`config.mk`:
```
export PLATFORM = sky130hd
export DESIGN_NAME = tick_gen
export DESIGN_NICKNAME = d
export VERILOG_FILES = /design/src/rtl/tl_timing_pkg.sv /design/src/rtl/tick_chan.sv /design/src/rtl/tick_gen.sv
export SDC_FILE = /design/constraint.sdc
export NUM_CORES = 1
export LEC_CHECK = 0
export BUFFER_PORTS_ARGS = -buffer_cell sky130_fd_sc_hd__buf_4
export CORE_MARGIN = 3
export CORE_UTILIZATION = 35
export DETAILED_ROUTE_END_ITERATION = 10
export GPL_TIMING_DRIVEN = 0
export PLACE_DENSITY = 0.54
export SLEW_MARGIN = 20
export SYNTH_ARGS = -nofsm -noshare
export SYNTH_HDL_FRONTEND = slang
export SYNTH_SLANG_ARGS = --single-unit
```
`constraint.sdc`:
```
create_clock -name clk -period 4.6 [get_ports clk]
set_clock_uncertainty 0.1 [all_clocks]
set_input_delay 0.92 -clock clk [delete_from_list [all_inputs] [get_ports clk]]
set_output_delay 0.92 -clock clk [all_outputs]
set_load 0.02 [all_outputs]
```
`src/rtl/tl_timing_pkg.sv`:
```
// Shared timing constants for the traffic-light controller timebase.
// Latency: n/a (constants and elaboration-time helpers only).
// Backpressure: n/a.
package tl_timing_pkg;

    // Default clock and base tick rates (Hz)
    localparam int unsigned DEF_CLK_HZ  = 74_250_000;
    localparam int unsigned DEF_BASE_HZ = 1_000;

    // Standard periods in base ticks (1 ms each at the default base rate)
    localparam int unsigned T_1HZ    = 1_000;
    localparam int unsigned T_BLINK  = 500;
    localparam int unsigned T_GREEN  = 20_000;
    localparam int unsigned T_YELLOW = 3_000;
    localparam int unsigned T_RED    = 25_000;

    // Integer clock divide ratio from the input clock to the base tick
    function automatic int unsigned calc_div(input int unsigned clk_hz,
                                             input int unsigned base_hz);
        return clk_hz / base_hz;
    endfunction

    // The divider only works for an exact integer ratio of at least 2
    function automatic logic div_ok(input int unsigned clk_hz,
                                    input int unsigned base_hz);
        return (base_hz != 0) && ((clk_hz % base_hz) == 0) && ((clk_hz / base_hz) >= 2);
    endfunction

endpackage

```
`src/rtl/tick_chan.sv`:
```
// One derived timebase channel: period register, base-tick counter, strobe and square wave.
// Latency: tick/sq registered on the same edge as the prescaler wrap (coincident with base_tick).
// Backpressure: none; tick is a 1-cycle strobe that must be sampled every cycle.
module tick_chan
    import tl_timing_pkg::*;
#(
    parameter int unsigned CW         = 16,
    parameter int unsigned DEF_PERIOD = T_1HZ
) (
    input  logic          clk,
    input  logic          rst_n,
    input  logic          ev,
    input  logic          clr,
    input  logic          load,
    input  logic [CW-1:0] period,
    output logic          tick,
    output logic          sq
);

    logic [CW-1:0] per_q;
    logic [CW-1:0] cnt_q;
    logic          at_end;

    // Last count of the period; a zero period never matches so the channel idles
    assign at_end = (per_q != '0) && (cnt_q == (per_q - CW'(1)));

    // Period register: reloaded on load, survives sync clear
    always_ff @(posedge clk or negedge rst_n) begin
        if (!rst_n) begin
            per_q <= CW'(DEF_PERIOD);
        end else if (load) begin
            per_q <= period;
        end
    end

    // Counter, strobe and square wave; clear beats load beats the base-tick event
    always_ff @(posedge clk or negedge rst_n) begin
        if (!rst_n) begin
            cnt_q <= '0;
            tick  <= 1'b0;
            sq    <= 1'b0;
        end else if (clr) begin
            cnt_q <= '0;
            tick  <= 1'b0;
            sq    <= 1'b0;
        end else if (load) begin
            cnt_q <= '0;
            tick  <= 1'b0;
        end else if (ev && (per_q != '0)) begin
            if (at_end) begin
                cnt_q <= '0;
                tick  <= 1'b1;
                sq    <= ~sq;
            end else begin
                cnt_q <= cnt_q + CW'(1);
                tick  <= 1'b0;
            end
        end else begin
            tick <= 1'b0;
        end
    end

endmodule

```
`src/rtl/tick_gen.sv`:
```
// Timebase: divides clk to a base tick, then fans out N_CH programmable strobe/square channels.
// Latency: base_tick and ch_tick registered one cycle after the prescaler wrap; first base_tick at cycle DIV.
// Backpressure: none; en freezes the whole timebase, strobes are not held for the consumer.
module tick_gen
    import tl_timing_pkg::*;
#(
    parameter int unsigned CLK_HZ     = DEF_CLK_HZ,
    parameter int unsigned BASE_HZ    = DEF_BASE_HZ,
    parameter int unsigned N_CH       = 3,
    parameter int unsigned CW         = 16,
    parameter int unsigned DEF_PERIOD = T_1HZ
) (
    input  logic               clk,
    input  logic               rst_n,
    input  logic               en,
    input  logic               sync_clr,
    input  logic [N_CH*CW-1:0] ch_period,
    input  logic [N_CH-1:0]    ch_load,
    output logic               base_tick,
    output logic [N_CH-1:0]    ch_tick,
    output logic [N_CH-1:0]    ch_sq
);

    localparam int unsigned DIV = calc_div(CLK_HZ, BASE_HZ);
    localparam int unsigned PW  = $clog2(DIV);

    // Elaboration-time parameter sanity
    if (!div_ok(CLK_HZ, BASE_HZ)) begin : g_bad_div
        $error("tick_gen: CLK_HZ must be an exact multiple of BASE_HZ with ratio >= 2");
    end
    if ((N_CH < 1) || (N_CH > 8)) begin : g_bad_nch
        $error("tick_gen: N_CH must be in 1..8");
    end
    if ((CW < 1) || (CW > 31) || (DEF_PERIOD > ((2 ** CW) - 1))) begin : g_bad_cw
        $error("tick_gen: DEF_PERIOD must fit in CW bits");
    end

    logic [PW-1:0] presc_q;
    logic          wrap;

    // Wrap event: last prescaler count while running
    assign wrap = en && (presc_q == PW'(DIV - 1));

    // Prescaler 0..DIV-1, held while en is low
    always_ff @(posedge clk or negedge rst_n) begin
        if (!rst_n) begin
            presc_q <= '0;
        end else if (sync_clr) begin
            presc_q <= '0;
        end else if (en) begin
            presc_q <= wrap ? '0 : (presc_q + PW'(1));
        end
    end

    // Base tick strobe, registered from the wrap event
    always_ff @(posedge clk or negedge rst_n) begin
        if (!rst_n) begin
            base_tick <= 1'b0;
        end else begin
            base_tick <= wrap && !sync_clr;
        end
    end

    // Independent derived channels all driven by the same wrap event
    for (genvar i = 0; i < N_CH; i++) begin : g_ch
        tick_chan #(
            .CW         (CW),
            .DEF_PERIOD (DEF_PERIOD)
        ) u_chan (
            .clk    (clk),
            .rst_n  (rst_n),
            .ev     (wrap),
            .clr    (sync_clr),
            .load   (ch_load[i]),
            .period (ch_period[i*CW +: CW]),
            .tick   (ch_tick[i]),
            .sq     (ch_sq[i])
        );
    end

endmodule

```
==> results_dict.tcl, run 1 <==
set metrics [dict create \
    vias_per_cell 5.191 \
    num_rows 53 \
    start_util_pct 35.69 \
    yosysWarnings 0 \
    rrSetupSlack_ns 1.17 \
    drtIter0Drc 394 \
    pre_cts_ws_ns 0.7827 \
    track_usage_pct 15.79 \
    synth_area_per_cell_sq_um 9.409 \
    setup_tns_ns 0 \
    fin_crit_sh_pct 74.88 \
    cts_inserted_buffers 17 \
    synthFlopType "dfrtp_1" \
    drive_gt1_share_pct 22.28 \
    cts_buffer_depth 2 \
    core_sq_um 21090 \
    synth_top_area_share_pct 33.91 \
    leakage_nw 3.677 \
    syn_to_final_growth_pct 19.43 \
    cp.arrival_ns 3.65 \
    fmax_mhz 290.3 \
    hold_class "in -> async" \
    wl_mm 17.82 \
    clock_latency_ns 0.42 \
    die_area_sq_um 23300 \
    grt_pass1_vias 5863 \
    dp.cells 1136 \
    firstDrtPassIters 5 \
    synthTopCellsByCount "dfrtp_1 (102), nand2_1 (80), nor2_1 (75), nand3_1 (59)" \
    post_cts_resized 0 \
    crit_required_ns 4.80 \
    hold_buffers 0 \
    peakVddDrop_v 0.0002127 \
    critPathMaxFanout 10 \
    status "completed" \
    p_per_area_nw_per_um2 324.9 \
    ys_types 74 \
    ioPinCount 62 \
    gp_congestion 0.7887 \
    gr-total-overflow 0 \
    end_kind "flop" \
    cts_tree "built" \
    yosysMostFrequentCell "dfrtp_1" \
    antenna_left 0 \
    antennaDiodeCount 0 \
    ys_seq_area_share_pct 40.19 \
    rsz0062_at_grt "false" \
    final.setup.worst_slack_ns 1.155 \
    cap_violations 0 \
    cts_root_buf "clkbuf_16" \
    routedWlPerCell_um 15.26 \
    cts.sinks 120 \
    vias 6063 \
    dp_hpwl_mm 13.15 \
    antenna_found_initial 0 \
    cp-startpoint "en" \
    synth_nets 866 \
    portBuffers 60 \
    drc_errors 0 \
    synthArstFlopShare_pct 100.0 \
    nets 946 \
    setup_viol 0 \
    synth_edf_count 0 \
    netlist_area_sq_um 7527 \
    post_cts_buffers 0 \
    clk_pin_slew_ns 0.06 \
    r2r-end "g_ch[1].u_chan.sq$_DFFE_PN0P_" \
    ys_seq_elements 120 \
    worst_pin_slew_ns 0.8848 \
    hold_violations 0 \
    fin_cells 1168 \
    die_x_um 152.7 \
    crit_end "g_ch[0].u_chan.cnt_q[12]$_DFFE_PN0P_" \
    yosys.area.top_type "dfrtp_1" \
    grt_max_degree 80 \
    rr_startpoint "g_ch[1].u_chan.per_q[2]$_DFFE_PN0P_" \
    crit_type "in -> reg" \
    relSlewSlack_pct 40.74 \
    syn_inst 800 \
    synth.area.top_cells "dfrtp_1 (34%), mux2_2 (7.0%), dfstp_2 (6.3%)" \
    period_minus_slack_ns 3.445 \
    cts-htree-levels 4 \
    start_kind "input pin" \
    grt_first_pass_wirelength_mm 30.46 \
    rr_worst_depth 8 \
    maxSlewViolCount 0 \
    fp.dieH_um 152.7 \
]
worst min-delay path by stage:
stage	slack [ns]	endpoint
6_report	0.28	g_ch[1].u_chan.per_q[0]$_DFFE_PN0P_
3_5_place_dp	0.41	g_ch[0].u_chan.cnt_q[15]$_DFFE_PN0P_
4_1_cts	0.28	g_ch[1].u_chan.per_q[0]$_DFFE_PN0P_
2_1_floorplan	0.38	g_ch[0].u_chan.cnt_q[15]$_DFFE_PN0P_
5_1_grt	0.29	g_ch[1].u_chan.per_q[0]$_DFFE_PN0P_
3_3_place_gp	0.41	g_ch[0].u_chan.cnt_q[15]$_DFFE_PN0P_
layer usage:
layer / vias up / wire length (um) / track usage (%)
met1: 2932 / 9114 / 22.89
met2: 91 / 7903 / 24.21
met3: 12 / 624 / 3.380
li1: 3028 / - / -
met5: - / 0 / 0
met4: 0 / 178 / 3.734
worst max-delay path, cell delays in order:
cell      delay [ns]
clkbuf_1        0.38
nand2_1         0.14
nor4_1          0.36
nand3_1         0.40
a31oi_1         0.78
nor3_1          0.25
o21bai_1        0.23
a21o_1          0.19
cell usage in the layout, fill, tap and decap left out, types with 11 or more instances in the layout:
cell type / instances
dfrtp_1: 102
nand2_1: 80
nor2_1: 75
buf_4: 65
nand3_1: 59
xnor2_1: 47
mux2_2: 47
xor2_1: 32
nor3_1: 29
o21ai_0: 28
dfstp_2: 18
clkbuf_1: 17
clkbuf_16: 17
a21oi_1: 16
and3_1: 16
nand3b_1: 15
nor3b_1: 15
inv_1: 13
nor2b_1: 11
a211o_1: 11
ha_1: 11
through the flow:
stage / hold slack, ns / utilization (%) / total power (W) / area [sq um]
after floorplan: 0.3833 / - / 0.001391 / 7527
after global placement: 0.4116 / 39.46 / 0.001511 / 8322
after detailed placement: 0.4149 / 39.63 / 0.001519 / 8357
after CTS: 0.2789 / 42.61 / 0.002960 / 8985
after global routing: 0.2905 / 42.63 / 0.003065 / 8990
final: 0.2835 / 42.63 / 0.002921 / 8990
kinds of logic after synthesis:
group	after synthesis	synth area share (%)
AO/OA/AOI/OAI	101	9.741
XOR/XNOR	79	9.192
adder cells (fa/ha/maj)	11	1.828
buffers and inverters	51	3.274
flip-flops	120	40.19
multiplexers	51	7.563
AND/OR/NAND/NOR	387	28.21
where the power goes:
group	total, W	internal, W	switching, W
combinational	0.000319	0.000155	0.000164
clock	0.00142	0.000908	0.000516
sequential	0.00118	0.00111	0.0000651
total	0.00292	0.00218	0.000746
flip-flops by register name, indices dropped and copies added, names as in the netlist:
name and count:
g_ch.u_chan.cnt_q 48, g_ch.u_chan.per_q 48, presc_q 17, g_ch.u_chan.sq 3, g_ch.u_chan.tick 3, base_tick 1
final cells by class:
cell class	count	area, sq um
buffer	38	197.7
clock buffer	17	425.4
clock inverter	15	202.7
fill	2071	12100
inverter	13	48.80
multi-input combinational	629	4260
sequential	120	3025
tap	275	344.1
timing repair buffer	61	485.5
No activity file was read; power rests on OpenSTA's default activity.
==> run 2, diff against run 1 <==
--- a/config.mk
+++ b/config.mk
@@ -10,7 +10,7 @@
 export CORE_UTILIZATION = 35
 export DETAILED_ROUTE_END_ITERATION = 10
 export GPL_TIMING_DRIVEN = 0
-export PLACE_DENSITY = 0.54
+export PLACE_DENSITY = 0.56
 export SLEW_MARGIN = 20
 export SYNTH_ARGS = -nofsm -noshare
 export SYNTH_HDL_FRONTEND = slang
==> constraint.sdc (replaced) <==
create_clock -name clk -period 2.8 [get_ports clk]
set_clock_uncertainty 0.1 [all_clocks]
set_input_delay 0.56 -clock clk [delete_from_list [all_inputs] [get_ports clk]]
set_output_delay 0.56 -clock clk [all_outputs]
set_load 0.02 [all_outputs]
==> results_dict.tcl, run 2 (synthesis gave the netlist of run 1 again) <==
set metrics [dict create \
    p_per_area_nw_per_um2 479.5 \
    ioPinCount 62 \
    drtIter0Drc 347 \
    crit_slowest_cell "nor4_4" \
    die_area_sq_um 23300 \
    nets 990 \
    setup_viol 17 \
    fillers 2002 \
    antenna_left 0 \
    min_path_cells 3 \
    track_usage_pct 16.91 \
    hold_violations 0 \
    crit_type "reg -> reg" \
    status "finished with violations" \
    worst_path_most_repeated_cell "nand3_2" \
    final_cell_mix "buf_4 (100), dfrtp_1 (98), nand2_1 (78)" \
    grt_max_degree 82 \
    drive_gt1_share_pct 33.51 \
    maxSlewViolCount 0 \
    drc_errors 0 \
    p_int_w 0.003455 \
    worst_pin_slew_ns 0.6551 \
    cts_tree "built" \
    multi_input_area_sq_um 4702 \
    cts-htree-levels 4 \
    clk_pin_slew_ns 0.06 \
    slowest_delay_ns 0.49 \
    rsz0062_at_grt "true" \
    period_minus_slack_ns 2.926 \
    grt_first_pass_wirelength_mm 32.47 \
    dp_hpwl_mm 13.20 \
    layout_commonest_cell "buf_4" \
    antennaDiodeCount 0 \
    portBuffers 60 \
    gr-total-overflow 0 \
    fp.dieH_um 152.7 \
    fmax_mhz 341.8 \
    cp.arrival_ns 3.13 \
    pwr-share-comb_pct 13.6 \
    reg_top3 "g_ch.u_chan.cnt_q x48, g_ch.u_chan.per_q x48, presc_q x17" \
    gp_congestion 0.7901 \
    wl_mm 19.52 \
    timing.hold.ws_ns 0.2468 \
    start_kind "flop" \
    pre_cts_ws_ns -0.7052 \
    switching_share_pct 26.54 \
    setup_tns_ns -1.676 \
    die_x_um 152.7 \
    grt_pass1_vias 6214 \
    cts_root_buf "clkbuf_16" \
    rr_worst_depth 11 \
    cts_buffer_depth 2 \
    vias 6395 \
    seqCellArea_sq_um 3030 \
    clkPwrFrac_pct 45.1 \
    vias_per_cell 5.276 \
    fin_crit_sh_pct 104.5 \
    seqPwrFrac_pct 41.4 \
    finish.utilization_pct 46.52 \
    firstDrtPassIters 4 \
    critPathMaxFanout 7 \
    routedWlPerCell_um 16.10 \
    num_rows 53 \
    power.switching_w 0.001248 \
    crit_required_ns 3.00 \
    core_sq_um 21090 \
    syn_to_final_growth_pct 30.32 \
    antenna_found_initial 0 \
    leakage_nw 3.985 \
    peakVddDrop_v 0.0002708 \
    start_util_pct 35.69 \
    relSlewSlack_pct 56.33 \
    end_kind "flop" \
    cap_violations 0 \
    hold_class "in -> reg" \
    cts_inserted_buffers 17 \
    final.setup.worst_slack_ns -0.1257 \
    violations "setup timing" \
    cts.sinks 120 \
    clock_latency_ns 0.42 \
    crit_chain "nor4_4 -> nand3_2 -> or4_4 -> nand3_2 -> nand2_2 -> buf_4 -> o41ai_4 -> buf_6 -> buf_8 -> nor2_1 -> a211o_1" \
]
-- run 2: cell types whose count changed in the layout (fill, tap and decap cells not counted), moves of 6 or more --
cell and change:
nor3_1 -12, or4_1 -6, or4_4 +6, nand3_1 -7, nor2_1 -9, buf_4 +35, nand3_2 +7, nor2_4 +6
buf_6 +10, nor3_4 +6, nor3_2 +6
-- run 2: per-layer routing --
layer	vias up	part of all wire, %	track usage (%)
li1	3141	-	-
met1	3118	48	23.12
met2	121	47	27.31
met3	15	3.9	3.522
met4	0	1.2	4.667
met5	-	0	0
-- run 2: area by class of cell --
type	count	share of cell area (%)
Inverter	13	0.4974
Sequential cell	120	30.89
Clock inverter	8	0.7143
Tap cell	275	3.508
Multi-Input combinational cell	629	47.93
Clock buffer	24	5.013
Buffer	34	2.105
Timing Repair Buffer	109	9.337
-- run 2: stage by stage --
stage               instances  total power, W  instance area [sq um]
floorplan                 800        0.002294                   7560
global placement         1135        0.002489                   8354
detailed placement       1136        0.002502                   8389
CTS                      1205        0.004716                   9454
global route             1212        0.004915                   9809
finish                   1212        0.004703                   9809
-- run 2: worst paths after layout --
kind | start | to | slack (ns)
min reg2reg | presc_q[16]$_DFFE_PN0P_ | presc_q[16]$_DFFE_PN0P_ | 0.45
min | ch_period[0] | g_ch[0].u_chan.per_q[0]$_DFFE_PN0P_ | 0.25
min in group asynchronous | rst_n | presc_q[10]$_DFFE_PN0P_ | 0.52
max reg2reg | g_ch[2].u_chan.per_q[2]$_DFFE_PN0P_ | g_ch[2].u_chan.cnt_q[5]$_DFFE_PN0P_ | -0.13
max | g_ch[2].u_chan.per_q[2]$_DFFE_PN0P_ | g_ch[2].u_chan.cnt_q[5]$_DFFE_PN0P_ | -0.13
max in group asynchronous | rst_n | g_ch[0].u_chan.per_q[5]$_DFFE_PN1P_ | 1.33
-- run 2: timing repair --
action	4_1_cts	5_1_grt
setup buffers	34	12
resized for setup	53	69
pin swaps	40	48
hold buffers	1	0
setup endpoints to repair	53	54
cloned	2	1
hold endpoints to repair	33	0
-- run 2: critical path, delay by kind of cell, from the launching register on --
kind / cells / cell delay, ns
simple gates: 6 / 1.35
buf+inv: 3 / 0.46
compound gates: 2 / 0.48
flops: 1 / 0.42
-- run 2: power groups by stage --
stage | Clock [W] | Sequential, W | Combinational [W]
after CTS | 0.00217 | 0.00194 | 0.000608
final | 0.00212 | 0.00195 | 0.000638
after global placement | 0 | 0.00197 | 0.000522
after detailed placement | 0 | 0.00197 | 0.000534
after global routing | 0.00225 | 0.00196 | 0.000707
after floorplan | 0 | 0.00194 | 0.000356
